### src/rtl/bit_stat_pkg.sv
// Shared definitions for the bit statistics sequencer:
// mode codes, FSM state encoding and the BCD digit adjust helper.
package bit_stat_pkg;

   localparam logic [1:0] MODE_COUNT = 2'b00;
   localparam logic [1:0] MODE_EDGE  = 2'b01;
   localparam logic [1:0] MODE_RUN1  = 2'b10;
   localparam logic [1:0] MODE_RUN0  = 2'b11;

   typedef enum logic [1:0] {
      ST_IDLE = 2'd0,
      ST_SCAN = 2'd1,
      ST_CONV = 2'd2,
      ST_DONE = 2'd3
   } state_t;

   // Add 3 to every BCD digit that is 5 or more (double-dabble step).
   function automatic logic [11:0] bcd_adj(input logic [11:0] v);
      logic [11:0] r;
      r = v;
      for (int i = 0; i < 3; i++) begin
         if (r[i*4 +: 4] >= 4'd5) begin
            r[i*4 +: 4] = r[i*4 +: 4] + 4'd3;
         end
      end
      return r;
   endfunction

endpackage

### src/rtl/bin2bcd_seq.sv
// Sequential binary to 3-digit BCD converter.
// load captures bin; CNT_W shift-add-3 steps follow, one per clock.
module bin2bcd_seq
   import bit_stat_pkg::*;
#(
   parameter int CNT_W = 5
) (
   input  logic             clk,
   input  logic             rst,
   input  logic             load,
   input  logic [CNT_W-1:0] bin,
   output logic [11:0]      bcd
);

   logic [CNT_W-1:0] sh;
   logic [3:0]       left;
   logic [11:0]      adj;

   assign adj = bcd_adj(bcd);

   // Load operand, then shift one binary bit into the BCD field per cycle.
   always_ff @(posedge clk) begin
      if (rst) begin
         bcd  <= '0;
         sh   <= '0;
         left <= '0;
      end else if (load) begin
         bcd  <= '0;
         sh   <= bin;
         left <= 4'(CNT_W);
      end else if (left != 4'd0) begin
         bcd  <= {adj[10:0], sh[CNT_W-1]};
         sh   <= sh << 1;
         left <= left - 4'd1;
      end
   end

endmodule

### src/rtl/bit_stat_seq.sv
// Serial bit statistics engine: scans an operand MSB first,
// then converts both results to BCD and presents them with done.
module bit_stat_seq
   import bit_stat_pkg::*;
#(
   parameter int WIDTH = 16,
   parameter int CNT_W = $clog2(WIDTH + 1)
) (
   input  logic             clk,
   input  logic             rst,
   input  logic             start,
   input  logic [1:0]       mode,
   input  logic [WIDTH-1:0] operand,
   output logic             busy,
   output logic             done,
   output logic [CNT_W-1:0] result_a,
   output logic [CNT_W-1:0] result_b,
   output logic [3:0]       d1,
   output logic [3:0]       d2,
   output logic [3:0]       d3,
   output logic [3:0]       d4,
   output logic [3:0]       d5,
   output logic [3:0]       d6
);

   localparam logic [CNT_W-1:0] ONE       = CNT_W'(1);
   localparam logic [CNT_W-1:0] LAST_BIT  = CNT_W'(WIDTH - 1);
   localparam logic [CNT_W-1:0] CONV_LAST = CNT_W'(CNT_W);

   state_t           state_q;
   state_t           state_n;
   logic [1:0]       mode_q;
   logic [WIDTH-1:0] opnd_q;
   logic [CNT_W-1:0] cnt_q;
   logic [CNT_W-1:0] a_q;
   logic [CNT_W-1:0] b_q;
   logic [CNT_W-1:0] run_q;
   logic             flag_q;
   logic [CNT_W-1:0] a_n;
   logic [CNT_W-1:0] b_n;
   logic [CNT_W-1:0] run_n;
   logic             flag_n;
   logic             accept;
   logic             scan_en;
   logic             scan_last;
   logic             conv_en;
   logic             conv_last;
   logic             bit_v;
   logic             hit;
   logic [11:0]      bcd_a;
   logic [11:0]      bcd_b;

   // State register.
   always_ff @(posedge clk) begin
      if (rst) begin
         state_q <= ST_IDLE;
      end else begin
         state_q <= state_n;
      end
   end

   // Next-state logic: SCAN for WIDTH bits, CONV until BCD is settled.
   always_comb begin
      state_n = state_q;
      unique case (state_q)
         ST_IDLE: if (accept)    state_n = ST_SCAN;
         ST_SCAN: if (scan_last) state_n = ST_CONV;
         ST_CONV: if (conv_last) state_n = ST_DONE;
         ST_DONE:                state_n = ST_IDLE;
      endcase
   end

   // Control decode of the current state.
   always_comb begin
      accept    = 1'b0;
      scan_en   = 1'b0;
      scan_last = 1'b0;
      conv_en   = 1'b0;
      conv_last = 1'b0;
      unique case (state_q)
         ST_IDLE: accept = start;
         ST_SCAN: begin
            scan_en   = 1'b1;
            scan_last = (cnt_q == LAST_BIT);
         end
         ST_CONV: begin
            conv_en   = 1'b1;
            conv_last = (cnt_q == CONV_LAST);
         end
         ST_DONE: begin
         end
      endcase
   end

   // Per-bit statistic update for the bit currently at the MSB.
   always_comb begin
      bit_v  = opnd_q[WIDTH-1];
      hit    = (bit_v == (mode_q == MODE_RUN1));
      a_n    = a_q;
      b_n    = b_q;
      run_n  = run_q;
      flag_n = flag_q;
      case (mode_q)
         MODE_COUNT: begin
            if (bit_v) a_n = a_q + ONE;
            else       b_n = b_q + ONE;
         end
         MODE_EDGE: begin
            if (!bit_v && !flag_q) a_n = a_q + ONE;
            if (bit_v) flag_n = 1'b1;
            b_n = bit_v ? '0 : b_q + ONE;
         end
         default: begin
            run_n = hit ? run_q + ONE : '0;
            if (run_n > a_q) a_n = run_n;
            if (hit && !flag_q) b_n = b_q + ONE;
            flag_n = hit;
         end
      endcase
   end

   // Capture request, step the scan, count conversion cycles.
   always_ff @(posedge clk) begin
      if (rst) begin
         mode_q <= MODE_COUNT;
         opnd_q <= '0;
         cnt_q  <= '0;
         a_q    <= '0;
         b_q    <= '0;
         run_q  <= '0;
         flag_q <= 1'b0;
      end else if (accept) begin
         mode_q <= mode;
         opnd_q <= operand;
         cnt_q  <= '0;
         a_q    <= '0;
         b_q    <= '0;
         run_q  <= '0;
         flag_q <= 1'b0;
      end else if (scan_en) begin
         opnd_q <= opnd_q << 1;
         cnt_q  <= scan_last ? '0 : cnt_q + ONE;
         a_q    <= a_n;
         b_q    <= b_n;
         run_q  <= run_n;
         flag_q <= flag_n;
      end else if (conv_en) begin
         cnt_q <= cnt_q + ONE;
      end
   end

   // Converters load the final counts on the last scan edge.
   bin2bcd_seq #(.CNT_W(CNT_W)) u_bcd_a (
      .clk  (clk),
      .rst  (rst),
      .load (scan_last),
      .bin  (a_n),
      .bcd  (bcd_a)
   );

   bin2bcd_seq #(.CNT_W(CNT_W)) u_bcd_b (
      .clk  (clk),
      .rst  (rst),
      .load (scan_last),
      .bin  (b_n),
      .bcd  (bcd_b)
   );

   // Registered outputs, refreshed only when entering DONE.
   always_ff @(posedge clk) begin
      if (rst) begin
         busy     <= 1'b0;
         done     <= 1'b0;
         result_a <= '0;
         result_b <= '0;
         d1       <= '0;
         d2       <= '0;
         d3       <= '0;
         d4       <= '0;
         d5       <= '0;
         d6       <= '0;
      end else begin
         busy <= (state_n != ST_IDLE);
         done <= (state_n == ST_DONE);
         if (conv_last) begin
            result_a <= a_q;
            result_b <= b_q;
            d1       <= bcd_a[11:8];
            d2       <= bcd_a[7:4];
            d3       <= bcd_a[3:0];
            d4       <= bcd_b[11:8];
            d5       <= bcd_b[7:4];
            d6       <= bcd_b[3:0];
         end
      end
   end

endmodule
### config.mk
export PLATFORM = sky130hd
export DESIGN_NAME = bit_stat_seq
export DESIGN_NICKNAME = d
export VERILOG_FILES = /design/src/rtl/bit_stat_pkg.sv /design/src/rtl/bin2bcd_seq.sv /design/src/rtl/bit_stat_seq.sv
export SDC_FILE = /design/constraint.sdc
export NUM_CORES = 1
export LEC_CHECK = 0
export CAP_MARGIN = 15
export CORE_AREA = 2 2 104 106
export CTS_BUF_LIST = sky130_fd_sc_hd__clkbuf_4
export CTS_CLUSTER_DIAMETER = 150
export DETAILED_ROUTE_END_ITERATION = 10
export DIE_AREA = 0 0 106 108
export PLACE_DENSITY = 0.81
export SLEW_MARGIN = 25
export SYNTH_ARGS = -nofsm -noshare
export SYNTH_HDL_FRONTEND = slang
export SYNTH_SLANG_ARGS = --single-unit
### constraint.sdc
create_clock -name clk -period 2.9 [get_ports clk]
set_input_delay 0.29 -clock clk [delete_from_list [all_inputs] [get_ports clk]]
set_output_delay 0.29 -clock clk [all_outputs]
set_load 0.02 [all_outputs]
==> run summary <==
Hold Crit Class = in -> reg
CP Launch Type = flop
Critical Path, Cell by Cell = nor2b_4 -> xnor2_1 -> buf_4 -> or2_2 -> ha_1 -> nand2b_1 -> a211oi_2 -> o22ai_1 -> a221oi_1 -> a21oi_1
Multi-input gate area = 3283 µm²
Die H = 108 µm
Final Hold Slack = 187.6 ps
cell family with most CP delay = compound AO/OA/AOI/OAI gates
Final Setup Violations = 0
Die Area = 11,450 µm²
Max clock buf depth = 2
TritonCTS Buffers = 17
Peak Freq = 0.3765 GHz
critical path data arrival time = 3040 ps
Core ar. = 10,230 µm²
VDD IR-drop max = 374.8 µV
unrepaired setup endpoints after global routing = no
first-pass GRT wire length = 22.83 mm
Seq/Total Area, Yosys = 0.3981
Slew Viols, Final = 0
commonest cells in the netlist = nand2_1, dfxtp_1, a21oi_1
CTS H-tree depth = 4
outcome = complete, no violations
Ys Warns = 0
post-place setup slack = 230.4 ps
FF/Latch Area = 2382 µm²
final antenna-violating net count = 0
slack of the critical path = 243.6 ps
Final Routed Wirelength = 13.21 mm
largest net degree at the start of global routing = 35
fillers = 852
n_diodes = 0
initial antenna violation count = 0
final hold vios = 0
Die Width = 106 µm
global route total overflow = 0
most common cell in the netlist = nand2_1
I/O pin count = 57
Yosys reg bits = 119
Worst setup EP type = flop
share of cells above drive strength 1 = 0.07407
setup TNS after final layout = 0 ps
WS Path Type = reg -> reg
Critical Path RT = 3290 ps
CTS Hold Buffers Added = 0
Via density = 5.614
CP max-delay cell = dfxtp_1
Primary FF master, synth = dfxtp_1
clk sink count = 119
Rows = 37
Synth Area per Inst = 7.895 µm²
initial DRC count = 308
Total GRT Usage = 0.2458
Post-CTS Setup Inserts = 0
Final Util = 0.6693
Layout Skew = 11.71 ps
1st-pass router iterations = 5
Netlist cell types = 57
clk_lat worst skew = 540 ps
top-area cell type share of the netlist area = 0.3981
RD Place Congestion = 0.9029
fin crit share = 0.9160
crit-path max FO = 7
post-synth top area cell = dfxtp_1
Nets = 847
Layout area overhead = 14.43%
vias in the first global route = 5,047
Mapped Area = 5984 µm²
Root Buffer = clkbuf_4
Worst Tran Pin Value = 778.6 ps
Pleak = 2.443 nW
vias = 5,311
Crit path buffers/inverters = 1
PortBufs = 56
PwrDens = 608.8 nW/µm²
DPL Wire Length = 9.274 mm
asr flop ratio synth = 0
Synth Instances = 758
wire per inst = 13.97 µm
initial core utilization = 0.5849
cts repair resizes = 0
# DRC = 0
number of flops mapped to enable cells by yosys = 0
top area cells in the synthesized netlist = dfxtp_1, nand2_1, a21oi_1
max_cap viols = 0
Rel. slew slack = 0.4809
Tmin final = 2656 ps
CP max stage delay = 360 ps
Worst-path clk slew = 100 ps
syn_nets = 808
CTS tree = built
==> power breakdown <==
part | leakage, nW | internal (mW) | switching (mW) | total, mW
Combinational | 1.35 | 0.476 | 0.754 | 1.23
Sequential | 0.966 | 1.78 | 0.135 | 1.92
Clock | 0.129 | 0.420 | 0.604 | 1.02
==> cells by family after synthesis <==
logic type	after synthesis	synth area share
XOR/XNOR	17	0.02488
AO/OA/AOI/OAI	198	0.2011
buffers and inverters	82	0.05478
flip-flops	119	0.3981
AND/OR/NAND/NOR	283	0.2099
adder cells (fa/ha/maj)	29	0.06063
multiplexers	30	0.05060
==> state kept, by name, summed over array words and instances, names as in the netlist, 4 cells and up <==
register and count:
opnd_q 16, d4 4, d1 4, d5 4, b_q 5, d2 4
u_bcd_a.left 4, d3 4, u_bcd_b.left 4, u_bcd_a.sh 5, u_bcd_b.bcd 12, u_bcd_a.bcd 12
cnt_q 5, run_q 5, d6 4, u_bcd_b.sh 5, result_a 5, a_q 5
result_b 5
==> cells in the final DEF (no fill, tap or decap), drive strengths merged, types with 3 or more instances in the layout <==
cell type / count
nor2b: 4
xnor2: 13
o22ai: 4
nand4: 4
clkdlybuf4s50: 55
o221ai: 3
mux2i: 28
ha: 29
nor3: 8
nand3: 21
nor3b: 6
o21ai: 31
a22oi: 3
buf: 15
a31oi: 9
inv: 32
clkinv: 10
or3b: 3
nor2: 64
a31o: 5
or3: 4
dfxtp: 119
nand2b: 15
and2: 3
xor2: 4
a21oi: 91
a211oi: 32
clkbuf: 19
nand2: 141
==> worst paths after layout <==
check	startpoint	to	slack (ps)	depth (start not counted)
max	mode_q[1]$_SDFFE_PP0P_	a_q[3]$_SDFFE_PP0P_	240	10
min	rst	u_bcd_a.left[2]$_SDFFE_PP0P_	190	2
max reg2reg	mode_q[1]$_SDFFE_PP0P_	a_q[3]$_SDFFE_PP0P_	240	10
min reg2reg	d6[1]$_SDFFE_PP0P_	d6[1]$_SDFFE_PP0P_	460	2
==> worst reg2reg max path: stages (launching register included) <==
cell      delay, ps
dfxtp_1         360
nor2b_4         180
xnor2_1         170
buf_4           210
or2_2           270
ha_1            170
nand2b_1        150
a211oi_2        330
o22ai_1         230
a221oi_1        340
a21oi_1         110
==> cell type report <==
| cell class | count | share of cell area |
|---|---|---|
| multi-input cells | 557 | 0.4794 |
| clock inverters | 13 | 0.01297 |
| flip-flops and latches | 119 | 0.3479 |
| inverters | 32 | 0.01754 |
| repair buffers | 70 | 0.09647 |
| clock buffers | 19 | 0.02083 |
| well taps | 136 | 0.02485 |
==> stage by stage <==
stage | instances | power, mW | area [µm²]
2_1_floorplan | 758 | 2.905 | 5984
3_3_place_gp | 914 | 3.107 | 6615
3_5_place_dp | 914 | 3.170 | 6615
4_1_cts | 946 | 4.179 | 6847
5_1_grt | 946 | 4.460 | 6848
6_report | 946 | 4.169 | 6848
==> routing by layer <==
metal	track usage	wire length, µm	part of all wire	vias to the layer above
met3	0.05365	738	0.056	25
met4	0.09023	250	0.019	0
met5	0	0	0	-
met2	0.4180	6316	0.48	152
met1	0.3085	5906	0.45	2440
li1	-	-	-	2694
(Power assumes the default switching activity.)
